==> config.mk <==
export PLATFORM = sky130hd
export DESIGN_NAME = sram_dp_bwe
export DESIGN_NICKNAME = d
export VERILOG_FILES = /design/src/rtl/sram_dp_bwe.sv
export SDC_FILE = /design/constraint.sdc
export NUM_CORES = 1
export LEC_CHECK = 0
export CAP_MARGIN = 20
export CORE_MARGIN = 4
export CORE_UTILIZATION = 65
export CTS_BUF_LIST = sky130_fd_sc_hd__clkbuf_4 sky130_fd_sc_hd__clkbuf_8 sky130_fd_sc_hd__clkbuf_16
export DETAILED_ROUTE_END_ITERATION = 10
export HOLD_SLACK_MARGIN = 0.08
export PLACE_DENSITY = 0.85
export SYNTH_ARGS = -nofsm -noshare
export SYNTH_HDL_FRONTEND = slang
export SYNTH_SLANG_ARGS = --single-unit
export TNS_END_PERCENT = 20
==> constraint.sdc <==
create_clock -name clk -period 6.19 [get_ports clk]
set_input_delay 1.238 -clock clk [delete_from_list [all_inputs] [get_ports clk]]
set_output_delay 1.238 -clock clk [all_outputs]
set_load 0.005 [all_outputs]
==> src/rtl/sram_dp_bwe.sv <==
// Simple dual-port synchronous SRAM: one write port with byte enables, one read port
// with 1- or 2-cycle latency, selectable collision behaviour and a post-reset clear sweep.
module sram_dp_bwe #(
  parameter int ADDR_WIDTH   = 4,
  parameter int WORD_DEPTH   = 16,
  parameter int WORD_WIDTH   = 16,
  parameter int READ_LATENCY = 1,
  parameter int WRITE_MODE   = 0,
  parameter int INIT_CLEAR   = 1
) (
  input  logic                    clk,
  input  logic                    rst,
  input  logic                    we,
  input  logic [ADDR_WIDTH-1:0]   wr_addr,
  input  logic [WORD_WIDTH-1:0]   d_in,
  input  logic [WORD_WIDTH/8-1:0] be,
  input  logic                    re,
  input  logic [ADDR_WIDTH-1:0]   rd_addr,
  output logic [WORD_WIDTH-1:0]   d_out,
  output logic                    rd_valid,
  output logic                    busy
);

  localparam int NUM_LANES = WORD_WIDTH / 8;
  localparam logic [ADDR_WIDTH:0]   DEPTH_EXT = (ADDR_WIDTH + 1)'(WORD_DEPTH);
  localparam logic [ADDR_WIDTH-1:0] LAST_ADDR = ADDR_WIDTH'(WORD_DEPTH - 1);

  generate
    if (READ_LATENCY != 1 && READ_LATENCY != 2) begin : g_bad_latency
      $error("sram_dp_bwe: READ_LATENCY must be 1 or 2");
    end
    if ((WORD_WIDTH % 8) != 0) begin : g_bad_width
      $error("sram_dp_bwe: WORD_WIDTH must be a multiple of 8");
    end
    if (WORD_DEPTH > (1 << ADDR_WIDTH)) begin : g_bad_depth
      $error("sram_dp_bwe: WORD_DEPTH exceeds the address space");
    end
  endgenerate

  typedef enum logic {
    ST_IDLE,
    ST_CLEAR
  } state_t;

  state_t                  state_reg;
  logic                    busy_reg;
  logic [ADDR_WIDTH-1:0]   clr_cnt_reg;

  logic [WORD_WIDTH-1:0]   mem [WORD_DEPTH];

  logic                    wr_in_range;
  logic                    rd_in_range;
  logic                    clr_we;
  logic                    wr_ok;
  logic                    rd_ok;
  logic                    fwd_hit;
  logic [WORD_WIDTH-1:0]   rd_word;

  logic                    rd_valid_p1_reg;
  logic [WORD_WIDTH-1:0]   rd_data_p1_reg;

  assign wr_in_range = ({1'b0, wr_addr} < DEPTH_EXT);
  assign rd_in_range = ({1'b0, rd_addr} < DEPTH_EXT);
  // rst gates the array explicitly since the array itself has no reset path
  assign clr_we      = !rst && (state_reg == ST_CLEAR);
  assign wr_ok       = !rst && (state_reg == ST_IDLE) && we && wr_in_range;
  assign rd_ok       = (state_reg == ST_IDLE) && re;
  assign fwd_hit     = (WRITE_MODE == 1) && wr_ok && (wr_addr == rd_addr);
  assign busy        = busy_reg;

  always_ff @(posedge clk or posedge rst) begin
    if (rst) begin
      state_reg   <= (INIT_CLEAR != 0) ? ST_CLEAR : ST_IDLE;
      busy_reg    <= (INIT_CLEAR != 0);
      clr_cnt_reg <= '0;
    end else begin
      case (state_reg)
        ST_CLEAR: begin
          clr_cnt_reg <= clr_cnt_reg + ADDR_WIDTH'(1);
          if (clr_cnt_reg == LAST_ADDR) begin
            state_reg   <= ST_IDLE;
            busy_reg    <= 1'b0;
            clr_cnt_reg <= '0;
          end
        end
        default: begin
          state_reg <= ST_IDLE;
          busy_reg  <= 1'b0;
        end
      endcase
    end
  end

  always_ff @(posedge clk) begin
    if (clr_we) begin
      mem[clr_cnt_reg] <= '0;
    end else if (wr_ok) begin
      for (int i = 0; i < NUM_LANES; i++) begin
        if (be[i]) begin
          mem[wr_addr][8*i +: 8] <= d_in[8*i +: 8];
        end
      end
    end
  end

  // Write-first forwarding is done per lane so the array only ever sees one read address
  genvar gi;
  generate
    for (gi = 0; gi < NUM_LANES; gi++) begin : g_lane
      assign rd_word[8*gi +: 8] = !rd_in_range            ? 8'h00 :
                                  (fwd_hit && be[gi])     ? d_in[8*gi +: 8] :
                                                            mem[rd_addr][8*gi +: 8];
    end
  endgenerate

  always_ff @(posedge clk or posedge rst) begin
    if (rst) begin
      rd_valid_p1_reg <= 1'b0;
      rd_data_p1_reg  <= '0;
    end else begin
      rd_valid_p1_reg <= rd_ok;
      if (rd_ok) begin
        rd_data_p1_reg <= rd_word;
      end
    end
  end

  generate
    if (READ_LATENCY == 2) begin : g_lat2
      logic                  rd_valid_reg;
      logic [WORD_WIDTH-1:0] d_out_reg;

      always_ff @(posedge clk or posedge rst) begin
        if (rst) begin
          rd_valid_reg <= 1'b0;
          d_out_reg    <= '0;
        end else begin
          rd_valid_reg <= rd_valid_p1_reg;
          if (rd_valid_p1_reg) begin
            d_out_reg <= rd_data_p1_reg;
          end
        end
      end

      assign d_out    = d_out_reg;
      assign rd_valid = rd_valid_reg;
    end else begin : g_lat1
      assign d_out    = rd_data_p1_reg;
      assign rd_valid = rd_valid_p1_reg;
    end
  endgenerate

endmodule

==> qor.csv <==
metric,value,unit
sequentialPowerShare,54.8,%
placedCellCount,937,
endpoint_kind,flop,
postRouteAntennaNets,0,
grt_first_pass_wirelength,38.1,mm
pre_cts_ws,1.96,ns
place_congestion,0.858,
yosysWarnings,0,
cts_resized,0,
worst_pin_slew,1.15,ns
die_area,19300,µm²
cts_root_buf,clkbuf_16,
antenna_found_initial,0,
crit_path_start_kind,primary input,
maxCapViolCount,0,
cts_tree,done,
setup_ws,2.53,ns
via_count,6465,
antennaDiodeCount,0,
power_frac_comb,6.1,%
dp_hpwl,15.6,mm
post_cts.repair.setup_buffers,0,
clock_skew,0.0137,ns
min_from,d_out[8],
p_leak,4.64,nW
setup_violations,0,
cts_htree_levels,1,
synth_area_leaders,"edfxtp_1, mux2i_1, dfrtp_1",
fp-row-count,47,
power.share.switching,20.8,%
cts.sinks,279,
drt_wl_total,25.0,mm
synth-edff-count,256,
grt_pass1_vias,6447,
largest_reg_flops,256,
period_minus_slack,3.66,ns
min_path_type,reg2reg,
nFillCells,935,
insertion_delay,0.52,ns
grt_max_degree,97,
peakVddDrop,0.259,mV
fin_cells,994,
seqCellArea,8270,µm²
path_max_fanout,23,
critical_path_class,in2reg,
synth_flop_cell,edfxtp_1,
fin_crit_sh,59.1,%
fp.dieW,139,µm
p_clk_share,39.1,%
async_flop_share,8.24,%
reg2reg_to,mem[12][6],
hold_buffers,0,
core_area,16700,µm²
r2r_cells,4,
io_pins,48,
ys_seq_area_share,74.1,%
multi_input_area,2720,µm²
numCtsBuffers,25,
yosysTopAreaCellShare,68.9,%
utilization,75.9,%
avgSynthCellArea,15.9,µm²
slew_headroom,22.7,%
drtIter0Drc,854,
outcome,completed,
r2r_setup_slack,3.25,ns
power.switching,0.000788,W
netlist_instances,701,
rsz0062_at_grt,no,
fin_nets,787,
drv_slew,0,
fmax,273,MHz
synth_most_common_cell,edfxtp_1,
cts.path.max_buffers,3,
finalHoldViolCount,0,
synth.largest_area_cell,edfxtp_1,
clk_pin_slew_worst_paths,0.06,ns
grt_usage,25.8,%
p_int,0.00300,W
yosys_register_bits,279,
die_h,139,µm
routedWlPerCell,25.2,µm
syn2layout_area_growth,13.5,%
gr-total-overflow,0,
tns,0,ns
initial_utilization,66.8,%
required,6.33,ns
powerDensity,299,nW/µm²
synth.top_cells.by_count,"edfxtp_1, mux2i_1, nand2_1",
dr.pass1.iters,5,
reg2reg_from,state_reg,
synth_cell_type_count,32,
crit_arrival,3.80,ns
portBuffers,47,
synthesis.nets,732,
hold_depth,2,
hold_end,d_out[8],
post-route-drc-count,0,
syn_area,11200,µm²
via_per_inst,6.50,
holdWs,0.490,ns
drive_above_1_share,8.91,%
cells by family (layout without fill, tap and decap cells):
family	Yosys count	count (layout)	synth area share, %
xor gates and xnor gates	1	1	0.0785
AOI/OAI and AO/OA	57	57	3.43
muxes	138	138	12.5
DFF	279	279	74.1
adders and majority gates	1	1	0.112
and+or+nand+nor	184	184	8.16
buffers and inverters	41	114	1.64
worst max path at each step:
stage	from	endpoint	slack (ns)	depth (start not counted)
global route	be[0]	mem[12][4]	2.34	6
global placement	be[1]	mem[14][14]	2.14	6
finish	be[1]	mem[12][6]	2.53	6
detailed placement	be[1]	mem[14][3]	1.96	6
CTS	be[1]	mem[14][5]	2.49	6
floorplan	rst	mem[10][10]	2.85	4
metrics by stage:
stage               instance area, µm²  power [W]
detailed placement               11800    0.00234
global placement                 11800    0.00233
CTS                              12600    0.00379
floorplan                        11200    0.00224
finish                           12700    0.00379
global route                     12700    0.00391
power groups by stage:
stage / clock network [W] / logic (W) / registers (W)
6_report: 0.00148 / 0.000233 / 0.00208
5_1_grt: 0.00158 / 0.000249 / 0.00208
4_1_cts: 0.00148 / 0.000229 / 0.00208
3_5_place_dp: 0 / 0.000226 / 0.00212
3_3_place_gp: 0 / 0.000218 / 0.00212
2_1_floorplan: 0 / 0.000125 / 0.00211
final cells by class:
class	instances	share of cell area (%)
clock inverter	16	0.997
timing repair buffer	66	4.87
tap	220	2.17
clock buffer	29	5.17
inverter	3	0.0889
multi-input combinational	381	21.5
sequential	279	65.2
per-layer routing:
metal,up-vias,global-route usage [%],wire length [µm]
met1,3199,36.3,9780
li1,2800,-,-
met3,46,4.07,2300
met2,420,42.5,12400
met4,0,7.52,554
met5,-,0,0
cell usage in the layout, fill, tap and decap left out, types with 2 or more instances in the layout:
cell type and instances:
a21o_1 2, a21oi_1 17, a22oi_1 36, and2_1 17, buf_2 5, buf_4 8, buf_8 2, bufinv_16 2
clkbuf_16 25, clkbuf_4 8, clkdlybuf4s50_1 46, clkinv_1 8, clkinv_2 4, dfrtp_1 21, dfstp_2 2, edfxtp_1 256
inv_1 3, mux2i_1 133, mux2i_2 2, nand2_1 65, nand3_1 37, nand4_1 12, nor2_1 5, nor2_2 2
nor2b_1 8, nor2b_2 2, nor3_1 31
worst max-delay path, stage by stage:
cell	delay, ns
clkdlybuf4s50_1	0.48
nor2_1	0.07
nor4b_4	0.26
buf_4	0.33
mux2_1	0.51
nor3_1	0.90
Note: power is estimated with default switching activity, not from simulation.
